### src/rtl/fetch_sequencer.sv
// fetch_sequencer
// Instruction fetch front end: walks a PC through a word-addressed
// instruction memory and queues {pc, instr} pairs in a two-entry
// in-order buffer for a downstream consumer. Redirects flush the
// buffer and restart fetch. Optionally, a zero word stops fetch.
//
// Ports
//   clk            clock; all state updates on the rising edge
//   rst_n          asynchronous active-low reset
//   en             fetch enable
//   redirect_valid branch/jump redirect request (wins over fetch/halt)
//   redirect_pc    redirect target byte address (bits [1:0] ignored)
//   imem_a         word-aligned byte address to instruction memory
//   imem_rd        instruction memory read data (combinational from imem_a)
//   out_valid      head instruction available
//   out_instr      head instruction word (0 when empty)
//   out_pc         head instruction byte address (0 when empty)
//   out_ready      consumer accepts the head this cycle
//   halted         sequencer stopped on a zero word
//   retired_cnt    number of accepted instructions (wraps)
module fetch_sequencer #(
  parameter logic [31:0] RESET_PC     = 32'h0000_0000,
  parameter int          DEPTH        = 64,
  parameter bit          HALT_ON_ZERO = 1'b1
) (
  input  logic        clk,
  input  logic        rst_n,
  input  logic        en,
  input  logic        redirect_valid,
  input  logic [31:0] redirect_pc,
  output logic [31:0] imem_a,
  input  logic [31:0] imem_rd,
  output logic        out_valid,
  output logic [31:0] out_instr,
  output logic [31:0] out_pc,
  input  logic        out_ready,
  output logic        halted,
  output logic [31:0] retired_cnt
);

  localparam logic [31:0] MEM_BYTES = 32'(4 * DEPTH);

  typedef enum logic [1:0] {
    IDLE = 2'd0,
    RUN  = 2'd1,
    HALT = 2'd2
  } state_t;

  state_t      state_q, state_d;
  logic [31:0] pc_q, pc_d;
  logic [1:0]  count_q, count_d;
  logic [31:0] b0_pc_q, b0_pc_d, b0_instr_q, b0_instr_d;
  logic [31:0] b1_pc_q, b1_pc_d, b1_instr_q, b1_instr_d;
  logic [31:0] retired_q, retired_d;

  logic        pop;
  logic [1:0]  count_after_pop;
  logic        fetch;
  logic        halt_hit;
  logic        push;
  logic [31:0] pc_aligned;
  logic [31:0] pc_next;
  logic [31:0] redir_aligned;

  assign pc_aligned      = pc_q & 32'hFFFF_FFFC;
  assign redir_aligned   = redirect_pc & 32'hFFFF_FFFC;
  assign pc_next         = (pc_aligned >= (MEM_BYTES - 32'd4)) ? 32'd0 : (pc_aligned + 32'd4);
  assign pop             = (count_q != 2'd0) && out_ready;
  // Space is judged after this edge's pop so a full buffer can refill while draining.
  assign count_after_pop = count_q - {1'b0, pop};
  assign fetch           = (state_q == RUN) && en && !redirect_valid && (count_after_pop < 2'd2);
  assign halt_hit        = fetch && HALT_ON_ZERO && (imem_rd == 32'h0000_0000);
  assign push            = fetch && !halt_hit;

  assign imem_a      = pc_aligned;
  assign out_valid   = (count_q != 2'd0);
  assign out_instr   = (count_q != 2'd0) ? b0_instr_q : 32'h0000_0000;
  assign out_pc      = (count_q != 2'd0) ? b0_pc_q : 32'h0000_0000;
  assign halted      = (state_q == HALT);
  assign retired_cnt = retired_q;

  // Next-state logic; a redirect overrides every state, including HALT.
  always_comb begin
    state_d = state_q;
    if (redirect_valid) begin
      state_d = en ? RUN : IDLE;
    end else begin
      case (state_q)
        IDLE: begin
          if (en) state_d = RUN;
          else    state_d = IDLE;
        end
        RUN: begin
          if (!en)          state_d = IDLE;
          else if (halt_hit) state_d = HALT;
          else              state_d = RUN;
        end
        HALT:    state_d = HALT;
        default: state_d = IDLE;
      endcase
    end
  end

  // PC, buffer and retire-counter update; a pop always retires, even under a flush.
  always_comb begin
    pc_d       = pc_q;
    count_d    = count_q;
    b0_pc_d    = b0_pc_q;
    b0_instr_d = b0_instr_q;
    b1_pc_d    = b1_pc_q;
    b1_instr_d = b1_instr_q;
    retired_d  = retired_q + {31'd0, pop};
    if (redirect_valid) begin
      count_d = 2'd0;
      pc_d    = redir_aligned % MEM_BYTES;
    end else begin
      count_d = count_after_pop + {1'b0, push};
      if (pop) begin
        b0_pc_d    = b1_pc_q;
        b0_instr_d = b1_instr_q;
      end else begin
        b0_pc_d    = b0_pc_q;
        b0_instr_d = b0_instr_q;
      end
      if (push) begin
        pc_d = pc_next;
        // Tail slot is whichever entry follows the surviving contents.
        if (count_after_pop == 2'd0) begin
          b0_pc_d    = pc_aligned;
          b0_instr_d = imem_rd;
        end else begin
          b1_pc_d    = pc_aligned;
          b1_instr_d = imem_rd;
        end
      end else begin
        pc_d = pc_q;
      end
    end
  end

  // State and datapath registers.
  always_ff @(posedge clk or negedge rst_n) begin
    if (!rst_n) begin
      state_q    <= IDLE;
      pc_q       <= RESET_PC;
      count_q    <= 2'd0;
      b0_pc_q    <= 32'h0000_0000;
      b0_instr_q <= 32'h0000_0000;
      b1_pc_q    <= 32'h0000_0000;
      b1_instr_q <= 32'h0000_0000;
      retired_q  <= 32'h0000_0000;
    end else begin
      state_q    <= state_d;
      pc_q       <= pc_d;
      count_q    <= count_d;
      b0_pc_q    <= b0_pc_d;
      b0_instr_q <= b0_instr_d;
      b1_pc_q    <= b1_pc_d;
      b1_instr_q <= b1_instr_d;
      retired_q  <= retired_d;
    end
  end

endmodule

### config.mk
export PLATFORM = sky130hd
export DESIGN_NAME = fetch_sequencer
export DESIGN_NICKNAME = d
export VERILOG_FILES = /design/src/rtl/fetch_sequencer.sv
export SDC_FILE = /design/constraint.sdc
export NUM_CORES = 1
export LEC_CHECK = 0
export ABC_AREA = 0
export BUFFER_PORTS_ARGS = -buffer_cell sky130_fd_sc_hd__buf_4
export CORE_UTILIZATION = 55
export DETAILED_ROUTE_END_ITERATION = 8
export GPL_TIMING_DRIVEN = 0
export PLACE_DENSITY = 0.89
export SLEW_MARGIN = 0
export SYNTH_ARGS = -nofsm -noshare
export SYNTH_HDL_FRONTEND = slang
export SYNTH_SLANG_ARGS = --single-unit
### constraint.sdc
create_clock -name clk -period 3.3 [get_ports clk]
set_input_delay 0.165 -clock clk [delete_from_list [all_inputs] [get_ports clk]]
set_output_delay 0.165 -clock clk [all_outputs]
set_load 0.05 [all_outputs]
==> impl_results.rst, run 1 <==
.. list-table::
   :header-rows: 1

   * - Metric
     - Value
   * - Num CTS Buffers
     - 17
   * - Total iterations of the first detailed-routing run
     - 8
   * - Leading cell type in the layout, fill and taps excluded
     - dfrtp_1
   * - Type of element capturing the critical path
     - flip-flop
   * - Initial Util
     - 56.3%
   * - Crit path top cell by count
     - ha_1
   * - Warnings from Yosys
     - 0
   * - Level count of the clock H-tree
     - 4
   * - Number of endpoints with negative hold slack in the final report
     - 0
   * - Worst path slowest cell
     - dfrtp_1
   * - WP buf/inv
     - 3
   * - First-pass GRT wire length
     - 38.0 mm
   * - Number of filler cells placed in the layout
     - 1110
   * - Synth Area in XOR/XNOR
     - 3.14%
   * - Main combinational cell family by area after synthesis
     - simple AND/OR/NAND/NOR gates
   * - RD Place Congestion
     - 0.876
   * - Floorplan die width
     - 129 um
   * - Critical path start-end classification
     - flip-flop to flip-flop
   * - # nets final
     - 1137
   * - Combined area of all synthesized cells
     - 0.00894 mm2
   * - Clock transition at path regs
     - 0.07 ns
   * - Area of the die
     - 0.0168 mm2
   * - Unrepaired setup endpoints after global routing
     - no
   * - Setup violation total in the final timing report
     - 0
   * - Detail Placement HPWL
     - 16.0 mm
   * - Simple-gate area share of the yosys netlist
     - 15.4%
   * - GR Util All Layers
     - 29.5%
   * - Cell family with the largest share of critical-path delay
     - simple AND/OR/NAND/NOR gates
   * - TritonCTS Sinks
     - 192
   * - Number of enable-type register cells in the synthesized netlist
     - 0
   * - Leading cell types in the layout, fill and taps excluded
     - 192 x dfrtp_1, 170 x buf_4, 112 x o21ai_0
   * - Core footprint
     - 0.0159 mm2
   * - Leftover overflow at the end of global routing
     - 0
   * - Commonest register cell after synthesis
     - dfrtp_1
   * - Per-cell routed wire length
     - 18.7 um
   * - Tightest Pin Transition
     - 0.735 ns
   * - Number of slew-limit violations in the final report
     - 0
   * - Worst Skew
     - 0.00972 ns
   * - Number of rows in the core area
     - 46
   * - Drc violations
     - 0
   * - Multiplexer area fraction after synthesis
     - 11.9%
   * - Port bufs
     - 169
   * - Pleak
     - 5.23 nW
   * - Vias
     - 7527
   * - Outcome
     - finished, final reports clean
   * - TritonCTS clock tree
     - yes
   * - Final WL
     - 24.1 mm
   * - Headroom to the max-slew limit
     - 50.8%
   * - Clock root buffer
     - clkbuf_16
   * - Slowest stage delay, CP
     - 0.39 ns
   * - Via-to-Cell Ratio
     - 5.83
   * - Critical Path Fanout Max
     - 10
   * - Period Utilization, post-route
     - 94.9%
   * - Final Util
     - 72.2%
   * - Highest attainable clock frequency
     - 0.319 GHz
   * - Pin count of the biggest net entering global routing
     - 100
   * - Final min period
     - 3.13 ns
   * - Number of max-cap violations
     - 0
   * - Synthesized area per cell
     - 10.7 um2
   * - Maximum vdd drop
     - 0.000525 V
   * - Worst endpoint required time
     - 3.60 ns
   * - Total of flip-flops plus latches after synthesis
     - 192
   * - Number of antenna violations at the first check in global routing
     - 0
   * - Die outline height
     - 129 um
   * - Slack of the worst reg-to-reg path
     - 0.17 ns
   * - Sum of negative setup slack
     - 0 ns
   * - ANT cells
     - 0
   * - Sequential element share of the synthesized area
     - 53.8%
   * - Area grow syn2layout
     - 28.4%
   * - Syn Inst Count
     - 836
   * - Async set-reset flop share out of synthesis
     - 100%
   * - Power density of the placed cells
     - 740 mW/mm2
   * - I/O Pins
     - 199
   * - Class of the most critical hold timing path
     - input pin to flip-flop
   * - Post-synthesis share of cell area spent on full adders, half adders and majority gates
     - 0.700%
   * - Compound-Gate Fraction of Synth Area
     - 10.8%
   * - Count of routing violations after the opening detailed-route iteration
     - 552
   * - Number of global-route vias before repair
     - 7486
   * - Element type at the critical path start
     - flip-flop
   * - Count of different cell masters after synthesis
     - 44
   * - Worst-path cell chain
     - or2_2, clkbuf_1, and2_1, ha_1, xor2_1, nor4_4, o21ai_2, inv_2, buf_2, ha_1, nor2b_1
   * - Number of nets with antenna violations after detailed routing
     - 0
   * - Number of buffers between clock root and the deepest sink
     - 2
   * - Worst skew pair latency
     - 0.43 ns
   * - Data arrival time at the worst-slack endpoint
     - 3.43 ns
   * - Share of cells above drive strength 1
     - 24.5%
## layer usage
metal	track usage, %	wire length [um]	vias to the layer above
met5	0	0	-
met4	14.8	833	0
met3	4.42	1690	69
met2	48.7	11800	358
met1	38.2	9850	3722
li1	-	-	3378
## logic make-up after synthesis
group / after synthesis
simple gates: 249
flops: 192
compound gates: 170
mux: 101
buf+inv: 86
xor+xnor: 32
fa+ha+maj: 5
other cells: 1
## flip-flops by register name, indices dropped and copies added (netlist names)
register / cells
pc_q: 30
count_q: 2
b0_pc_q: 32
retired_cnt: 32
state_q: 2
b1_instr_q: 32
b1_pc_q: 30
b0_instr_q: 32
## worst reg2reg max path: stages (launching register included)
cell and delay (ns):
dfrtp_1 0.39, or2_2 0.33, clkbuf_1 0.23, and2_1 0.28
ha_1 0.21, xor2_1 0.19, nor4_4 0.24, o21ai_2 0.19
inv_2 0.22, buf_2 0.29, ha_1 0.28, nor2b_1 0.14
## cells in the mapped netlist, types with 3 or more instances
cell | number | area share, %
inv_1 | 32 | 1.3
a221o_1 | 4 | 0.45
and3_1 | 11 | 0.77
dfrtp_1 | 192 | 54
xor2_1 | 6 | 0.59
or2_2 | 3 | 0.21
nor2b_1 | 3 | 0.21
buf_6 | 4 | 0.50
o211ai_1 | 6 | 0.50
xnor2_1 | 26 | 2.5
a21oi_1 | 27 | 1.5
nor4_1 | 17 | 1.2
nor4_4 | 3 | 0.71
nand4_1 | 11 | 0.77
nor3_1 | 14 | 0.78
mux2_2 | 25 | 3.1
buf_2 | 22 | 1.2
clkbuf_1 | 24 | 1.0
nand2_1 | 76 | 3.2
a22o_1 | 4 | 0.39
and2_1 | 66 | 4.6
o2111ai_1 | 12 | 1.2
o21ai_0 | 112 | 6.3
mux2_1 | 14 | 1.8
ha_1 | 5 | 0.70
mux2i_1 | 62 | 6.9
and4_1 | 5 | 0.49
nand3_1 | 17 | 0.95
nor2_1 | 15 | 0.63
## layout make-up
| class | instances | area, um2 | area share (%) |
|---|---|---|---|
| sequential | 192 | 4800 | 41.9 |
| multi-input combinational | 559 | 3750 | 32.7 |
| timing repair buffer | 207 | 1670 | 14.6 |
| clock buffer | 21 | 450 | 3.92 |
| tap | 216 | 270 | 2.35 |
| buffer | 53 | 264 | 2.30 |
| clock inverter | 11 | 139 | 1.21 |
| inverter | 33 | 124 | 1.08 |
## timing repair
| action | 4_1_cts | 5_1_grt |
|---|---|---|
| endpoints found under the hold margin | 158 | 0 |
| gates resized for setup | 0 | 0 |
| endpoints found under the setup margin | 0 | 0 |
| hold buffers | 37 | 0 |
| buffers inserted | 0 | 0 |
## report_power, final
| part | leakage, nW | internal, mW | switching (mW) |
|---|---|---|---|
| clock network | 0.287 | 1.21 | 0.889 |
| registers | 2.51 | 3.06 | 0.423 |
| logic | 2.43 | 1.03 | 1.88 |
## worst paths after layout
check | startpoint | endpoint | depth (start not counted)
max in group asynchronous | rst_n | b0_pc_q[19] | 3
hold / removal | redirect_pc[3] | pc_q[3] | 3
hold reg to reg | retired_cnt[31] | retired_cnt[31] | 1
min in group asynchronous | rst_n | b0_instr_q[21] | 2
setup reg to reg | count_q[1] | count_q[0] | 11
setup / recovery | count_q[1] | count_q[0] | 11
## per-stage QoR
stage	std cells	setup slack (ns)	hold WS [ns]	total power [mW]	area [um2]
after floorplan	837	0.422	-0.131	5.37	8940
after global placement	1222	0.308	0.386	6.20	10500
after detailed placement	1223	0.235	0.219	6.34	10500
after CTS	1292	0.205	0.0338	8.45	11500
after global routing	1292	0.00871	0.0440	8.86	11500
final	1292	0.170	0.0512	8.49	11500
(Power assumes the default switching activity.)
==> inputs of run 2 (changes only) <==
--- a/config.mk
+++ b/config.mk
@@ -11,5 +11,5 @@
 export DETAILED_ROUTE_END_ITERATION = 8
 export GPL_TIMING_DRIVEN = 0
-export PLACE_DENSITY = 0.89
+export PLACE_DENSITY = 0.85
 export SLEW_MARGIN = 0
 export SYNTH_ARGS = -nofsm -noshare
==> constraint.sdc (replaced) <==
create_clock -name clk -period 3.3 [get_ports clk]
set_input_delay 0.66 -clock clk [delete_from_list [all_inputs] [get_ports clk]]
set_output_delay 0.66 -clock clk [all_outputs]
set_load 0.05 [all_outputs]
==> run 2 against run 1 <==
Effect of this change:
- clock skew shrank 0.0027 ns
- maximum frequency grew 2.8%
- combinational power shrank 3%
- flip-flop and latch count did not move
- sequential share of layout area rose by 1.4 points
- count of clock-buffer cells in the layout rose by 2
- via count decreased by 4.4%
- power shrank 1.5%
- design area is 3.2% lower
- non-clock buffer count fell by 38
- critical endpoint is now out_instr[29]
==> impl_results.rst, run 2 (synthesized netlist as in run 1, its figures left out) <==
.. list-table::
   :header-rows: 1

   * - Metric
     - Value
   * - Maximum vdd drop
     - 0.000486 V (was 0.000525 V)
   * - Class of the most critical hold timing path
     - input pin to asynchronous set/reset pin (was input pin to flip-flop)
   * - Number of antenna violations at the first check in global routing
     - 0 (unchanged)
   * - First-pass GRT wire length
     - 36.4 mm (was 38.0 mm)
   * - Worst skew pair latency
     - 0.43 ns (about the same)
   * - Highest attainable clock frequency
     - 0.329 GHz (was 0.319 GHz)
   * - Pin count of the biggest net entering global routing
     - 105 (was 100)
   * - Leading cell types in the layout, fill and taps excluded
     - 192 x dfrtp_1, 170 x buf_4, 112 x o21ai_0 (unchanged)
   * - I/O Pins
     - 199 (unchanged)
   * - Worst Skew
     - 0.00704 ns (was 0.00972 ns)
   * - Die outline height
     - 129 um (unchanged)
   * - Number of rows in the core area
     - 46 (unchanged)
   * - Cell family with the largest share of critical-path delay
     - buffers and inverters (was simple AND/OR/NAND/NOR gates)
   * - Period Utilization, post-route
     - 92.2% (was 94.9%)
   * - Slack of the worst reg-to-reg path
     - 0.39 ns (was 0.17 ns)
   * - Number of nets with antenna violations after detailed routing
     - 0 (unchanged)
   * - Power density of the placed cells
     - 753 mW/mm2 (was 740 mW/mm2)
   * - Source of the worst register-to-register timing path
     - count_q[1] (unchanged)
   * - Initial Util
     - 56.3% (unchanged)
   * - ANT cells
     - 0 (unchanged)
   * - Clock root buffer
     - clkbuf_16 (unchanged)
   * - Number of max-cap violations
     - 0 (unchanged)
   * - Area of the die
     - 0.0168 mm2 (unchanged)
   * - Slowest stage delay, CP
     - 0.46 ns (was 0.39 ns)
   * - Leftover overflow at the end of global routing
     - 0 (unchanged)
   * - Cts hold-fix bufs
     - 0 (was 37)
   * - Worst-path cell chain
     - or2_2, buf_1, clkbuf_1, and2_1, buf_4 (was or2_2, clkbuf_1, and2_1, ha_1, xor2_1, nor4_4, o21ai_2, inv_2, buf_2, ha_1, nor2b_1)
   * - Setup violation total in the final timing report
     - 0 (unchanged)
   * - TritonCTS clock tree
     - yes (unchanged)
   * - Tightest Pin Transition
     - 0.670 ns (was 0.735 ns)
   * - Detail Placement HPWL
     - 15.7 mm (was 16.0 mm)
   * - RR Endpoint
     - count_q[1] (was count_q[0])
   * - Final WL
     - 22.5 mm (was 24.1 mm)
   * - Drc violations
     - 0 (unchanged)
   * - Total iterations of the first detailed-routing run
     - 5 (was 8)
   * - Worst Reg2Reg Path Length in Cells
     - 11 (unchanged)
   * - Headroom to the max-slew limit
     - 55.3% (was 50.8%)
   * - Level count of the clock H-tree
     - 4 (unchanged)
   * - Area grow syn2layout
     - 24.3% (was 28.4%)
   * - Num CTS Buffers
     - 17 (unchanged)
   * - Number of endpoints with negative hold slack in the final report
     - 0 (unchanged)
   * - Element type at the critical path start
     - flip-flop (unchanged)
   * - Clock transition at path regs
     - 0.07 ns (about the same)
   * - RD Place Congestion
     - 0.875 (was 0.876)
   * - Final min period
     - 3.04 ns (was 3.13 ns)
   * - Outcome
     - finished, final reports clean (unchanged)
   * - Worst endpoint required time
     - 2.64 ns (was 3.60 ns)
   * - Pleak
     - 5.07 nW (was 5.23 nW)
   * - # nets final
     - 1099 (was 1137)
   * - Critical path launch point
     - count_q[1] (unchanged)
   * - Vias
     - 7199 (was 7527)
   * - Critical Path Fanout Max
     - 13 (was 10)
   * - Via-to-Cell Ratio
     - 5.74 (was 5.83)
   * - GR Util All Layers
     - 28.2% (was 29.5%)
   * - Critical path depth in cells
     - 5 (was 11)
   * - Type of element capturing the critical path
     - output port (was flip-flop)
   * - Core footprint
     - 0.0159 mm2 (unchanged)
   * - WP buf/inv
     - 3 (unchanged)
   * - Worst path slowest cell
     - buf_1 (was dfrtp_1)
   * - Number of global-route vias before repair
     - 6989 (was 7486)
   * - Count of routing violations after the opening detailed-route iteration
     - 578 (was 552)
   * - Data arrival time at the worst-slack endpoint
     - 2.38 ns (was 3.43 ns)
   * - Critical path start-end classification
     - flip-flop to output port (was flip-flop to flip-flop)
   * - Floorplan die width
     - 129 um (unchanged)
   * - Number of buffers between clock root and the deepest sink
     - 2 (unchanged)
   * - Per-cell routed wire length
     - 18.0 um (was 18.7 um)
   * - Final Util
     - 69.9% (was 72.2%)
   * - Number of slew-limit violations in the final report
     - 0 (unchanged)
   * - Sum of negative setup slack
     - 0 ns (unchanged)
   * - Unrepaired setup endpoints after global routing
     - no (unchanged)
   * - Port bufs
     - 169 (unchanged)
   * - Capture point of the critical path
     - out_instr[29] (was count_q[0])
   * - TritonCTS Sinks
     - 192 (unchanged)
   * - Total Power
     - 8.36 mW (was 8.49 mW)
   * - Leading cell type in the layout, fill and taps excluded
     - dfrtp_1 (unchanged)
   * - Share of cells above drive strength 1
     - 25.6% (was 24.5%)
[run 2: cell types whose count changed in the layout (fill, tap and decap cells not counted)]
cell,change
bufinv_16,-1
clkbuf_2,+1
clkbuf_8,+3
clkinv_2,-2
clkbuf_4,+1
buf_2,-1
clkinvlp_4,+1
clkbuf_1,-3
dlygate4sd3_1,-37
[run 2: how the worst min path moves through the flow]
stage | startpoint | end | slack, ns | cells after the start
final | rst_n | b0_instr_q[21] | 0.22 | 1
after global placement | retired_cnt[31] | retired_cnt[31] | 0.46 | 1
after global routing | rst_n | b0_instr_q[21] | 0.27 | 1
after CTS | rst_n | b0_instr_q[21] | 0.25 | 1
after detailed placement | retired_cnt[31] | retired_cnt[31] | 0.48 | 1
after floorplan | rst_n | b0_instr_q[0] | 0.36 | 0
[run 2: through the flow]
stage	setup WS [ns]	hold slack (ns)	cells	area, um2
4_1_cts	0.141	0.255	1255	11100
3_5_place_dp	0.178	0.478	1223	10500
6_report	0.256	0.218	1254	11100
2_1_floorplan	0.422	0.364	837	8940
3_3_place_gp	0.316	0.464	1222	10500
5_1_grt	0.122	0.272	1254	11100
[run 2: layout make-up]
cell class / instances / area (um2)
timing repair buffer: 170 / 1300
sequential: 192 / 4800
tap: 216 / 270
clock buffer: 23 / 488
fill: 1167 / 4770
buffer: 52 / 264
multi-input combinational: 559 / 3750
clock inverter: 9 / 106
inverter: 33 / 124
[run 2: metal layers]
layer / vias up / wire length, um / GRT usage [%]
met4: 0 / 470 / 10.4
met3: 40 / 1610 / 4.75
met1: 3515 / 9510 / 38.6
met5: - / 0 / 0
li1: 3323 / - / -
met2: 321 / 10900 / 45.6
[run 2: report_power, final]
group          switching (mW)  internal (mW)  leakage [nW]  total [mW]
Sequential              0.396           3.06          2.51        3.46
Combinational            1.83          0.999          2.28        2.83
Clock                   0.874           1.19         0.285        2.07
[run 2: what timing repair did]
action                                  in CTS  in global routing
setup buffers                                0                  0
endpoints found under the setup margin       0                 25
gates resized for setup                      0                  3
==> inputs of run 3 (changes only) <==
Settings changed: CELL_PAD_IN_SITES_DETAIL_PLACEMENT set to 2, CELL_PAD_IN_SITES_GLOBAL_PLACEMENT set to 2, CORE_UTILIZATION 55 to 34, PLACE_DENSITY 0.85 to 0.81.
==> run 3 against run 2 <==
Effect of this change:
- global-route usage shrank 6.0 points
- die area grew 61%
- maximum frequency grew 1.2%
- register-to-register slack lost 0.099 ns
- critical endpoint is now b1_instr_q[10]
- largest power group unchanged
==> impl_results.rst, run 3 (synthesized netlist as in run 1, its figures left out) <==
.. list-table::
   :header-rows: 1

   * - Metric
     - Value
   * - Outcome
     - finished, final reports clean (unchanged)
   * - Critical Path Fanout Max
     - 13 (unchanged)
   * - # nets final
     - 1099 (unchanged)
   * - Number of global-route vias before repair
     - 8053 (was 6989)
   * - Type of element capturing the critical path
     - flip-flop (was output port)
   * - Period Utilization, post-route
     - 91.2% (was 92.2%)
   * - Tightest Pin Transition
     - 0.809 ns (was 0.670 ns)
   * - Source of the worst register-to-register timing path
     - count_q[1] (unchanged)
   * - Number of endpoints with negative hold slack in the final report
     - 0 (unchanged)
   * - Element type at the critical path start
     - flip-flop (unchanged)
   * - TritonCTS clock tree
     - yes (unchanged)
   * - Number of max-cap violations
     - 0 (unchanged)
   * - Met3 WL
     - 1.04 mm (was 1.61 mm)
   * - Critical path launch point
     - count_q[1] (unchanged)
   * - TritonCTS Sinks
     - 192 (unchanged)
   * - Hold WS
     - 0.218 ns (about the same)
   * - Floorplan die width
     - 164 um (was 129 um)
   * - Top routing layer used
     - met4 (unchanged)
   * - Total Power
     - 8.46 mW (was 8.36 mW)
   * - ANT cells
     - 0 (unchanged)
   * - Worst Reg2Reg Path Length in Cells
     - 10 (was 11)
   * - Core footprint
     - 0.0255 mm2 (was 0.0159 mm2)
   * - Final Util
     - 44.1% (was 69.9%)
   * - Clock root buffer
     - clkbuf_16 (unchanged)
   * - Pin count of the biggest net entering global routing
     - 98 (was 105)
   * - Number of slew-limit violations in the final report
     - 0 (unchanged)
   * - Worst endpoint required time
     - 3.61 ns (was 2.64 ns)
   * - Via-to-Cell Ratio
     - 5.34 (was 5.74)
   * - Number of rows in the core area
     - 58 (was 46)
   * - Slowest stage delay, CP
     - 0.42 ns (was 0.46 ns)
   * - Worst Skew
     - 0.0150 ns (was 0.00704 ns)
   * - Critical path start-end classification
     - flip-flop to flip-flop (was flip-flop to output port)
   * - Leftover overflow at the end of global routing
     - 0 (unchanged)
   * - Maximum vdd drop
     - 0.000383 V (was 0.000486 V)
   * - Final min period
     - 3.01 ns (was 3.04 ns)
   * - Area of the die
     - 0.0269 mm2 (was 0.0168 mm2)
   * - RR Endpoint
     - b1_instr_q[10] (was count_q[1])
   * - Resized Gates After CTS
     - 1 (was 0)
   * - Pleak
     - 5.07 nW (about the same)
   * - RD Place Congestion
     - 0.749 (was 0.875)
   * - Detail Placement HPWL
     - 20.8 mm (was 15.7 mm)
   * - Slack of the worst reg-to-reg path
     - 0.29 ns (was 0.39 ns)
   * - Capture point of the critical path
     - b1_instr_q[10] (was out_instr[29])
   * - Total iterations of the first detailed-routing run
     - 4 (was 5)
   * - Smallest setup slack after layout
     - 0.291 ns (was 0.256 ns)
   * - Clock transition at path regs
     - 0.08 ns (was 0.07 ns)
   * - Vias
     - 7304 (was 7199)
   * - Instance area at placement
     - 0.0107 mm2 (was 0.0105 mm2)
   * - Drc violations
     - 0 (unchanged)
   * - Initial Util
     - 35.1% (was 56.3%)
   * - Cell family with the largest share of critical-path delay
     - simple AND/OR/NAND/NOR gates (was buffers and inverters)
   * - Critical path depth in cells
     - 10 (was 5)
   * - Unrepaired setup endpoints after global routing
     - no (unchanged)
   * - GR Util All Layers
     - 22.2% (was 28.2%)
   * - Port bufs
     - 169 (unchanged)
   * - Level count of the clock H-tree
     - 4 (unchanged)
   * - Area grow syn2layout
     - 25.8% (was 24.3%)
   * - Power density of the placed cells
     - 753 mW/mm2 (about the same)
   * - Leading cell type in the layout, fill and taps excluded
     - dfrtp_1 (unchanged)
   * - Number of nets with antenna violations after detailed routing
     - 0 (unchanged)
   * - Worst path slowest cell
     - or2_2 (was buf_1)
   * - I/O Pins
     - 199 (unchanged)
   * - Cts hold-fix bufs
     - 0 (unchanged)
   * - Setup violation total in the final timing report
     - 0 (unchanged)
   * - Sum of negative setup slack
     - 0 ns (unchanged)
   * - Highest attainable clock frequency
     - 0.332 GHz (was 0.329 GHz)
   * - Placed Cells
     - 1337 (was 1223)
   * - Class of the most critical hold timing path
     - input pin to asynchronous set/reset pin (unchanged)
   * - Per-cell routed wire length
     - 21.2 um (was 18.0 um)
   * - Worst skew pair latency
     - 0.44 ns (was 0.43 ns)
   * - Headroom to the max-slew limit
     - 45.9% (was 55.3%)
   * - Metal2 WL
     - 14.7 mm (was 10.9 mm)
   * - Count of routing violations after the opening detailed-route iteration
     - 309 (was 578)
   * - DRT met1 WL
     - 12.7 mm (was 9.51 mm)
   * - Die outline height
     - 164 um (was 129 um)
   * - Share of cells above drive strength 1
     - 25.8% (was 25.6%)
   * - Number of antenna violations at the first check in global routing
     - 0 (unchanged)
   * - Num CTS Buffers
     - 17 (unchanged)
   * - Fin cells
     - 1368 (was 1254)
   * - Worst-path cell chain
     - or2_2, and2_1, ha_1, xor2_1, nor4_4, o21ai_2, inv_2, nand2_4, buf_6, mux2_1 (was or2_2, buf_1, clkbuf_1, and2_1, buf_4)
   * - Setup slack at placement
     - 0.0104 ns (was 0.178 ns)
   * - Total non-filler cell area in the finished layout
     - 0.0112 mm2 (was 0.0111 mm2)
   * - First-pass GRT wire length
     - 45.9 mm (was 36.4 mm)
   * - Leading cell types in the layout, fill and taps excluded
     - 192 x dfrtp_1, 171 x buf_4, 112 x o21ai_0 (was 192 x dfrtp_1, 170 x buf_4, 112 x o21ai_0)
   * - Number of buffers between clock root and the deepest sink
     - 2 (unchanged)
   * - Total setup buffers inserted after CTS
     - 0 (unchanged)
   * - WP buf/inv
     - 2 (was 3)
   * - Data arrival time at the worst-slack endpoint
     - 3.32 ns (was 2.38 ns)
   * - Final WL
     - 29.0 mm (was 22.5 mm)
==> run 3: layout make-up <==
| type | count | area [um2] |
|---|---|---|
| fillers | 2669 | 14200 |
| flip-flops and latches | 192 | 4800 |
| multi-input cells | 559 | 3750 |
| repair buffers | 170 | 1300 |
| clock buffers | 19 | 453 |
| well taps | 330 | 413 |
| plain buffers | 52 | 277 |
| inverters | 33 | 124 |
| clock inverters | 13 | 119 |
==> run 3: report_power, final <==
part | total, mW | internal [mW] | leakage, nW | switching (mW)
clock | 2.06 | 1.04 | 0.282 | 1.02
sequential | 3.49 | 3.06 | 2.51 | 0.427
combinational | 2.92 | 1.01 | 2.27 | 1.91
==> run 3: how the worst min path moves through the flow <==
stage / slack [ns] / cells past startpoint / to
after CTS: 0.27 / 1 / b0_instr_q[21]
final: 0.22 / 1 / b0_instr_q[21]
after global placement: 0.46 / 1 / retired_cnt[31]
after floorplan: 0.36 / 0 / b0_instr_q[0]
after detailed placement: 0.48 / 1 / retired_cnt[31]
after global routing: 0.26 / 1 / b0_instr_q[21]
==> run 3: worst register-to-register path: cells and delay by family (launching register included) <==
kind / cells / cell delay (ns)
AND/OR/NAND/NOR: 4 / 1.13
buffers and inverters: 2 / 0.45
flip-flops: 1 / 0.39
multiplexers: 1 / 0.32
adder cells (fa/ha/maj): 1 / 0.21
AO/OA/AOI/OAI: 1 / 0.21
XOR/XNOR: 1 / 0.19
==> run 3: layer usage <==
layer  global-route usage [%]  vias up
li1                         -     3314
met1                     27.9     3781
met2                     39.0      171
met3                     3.23       38
met4                     7.15        0
met5                        0        -
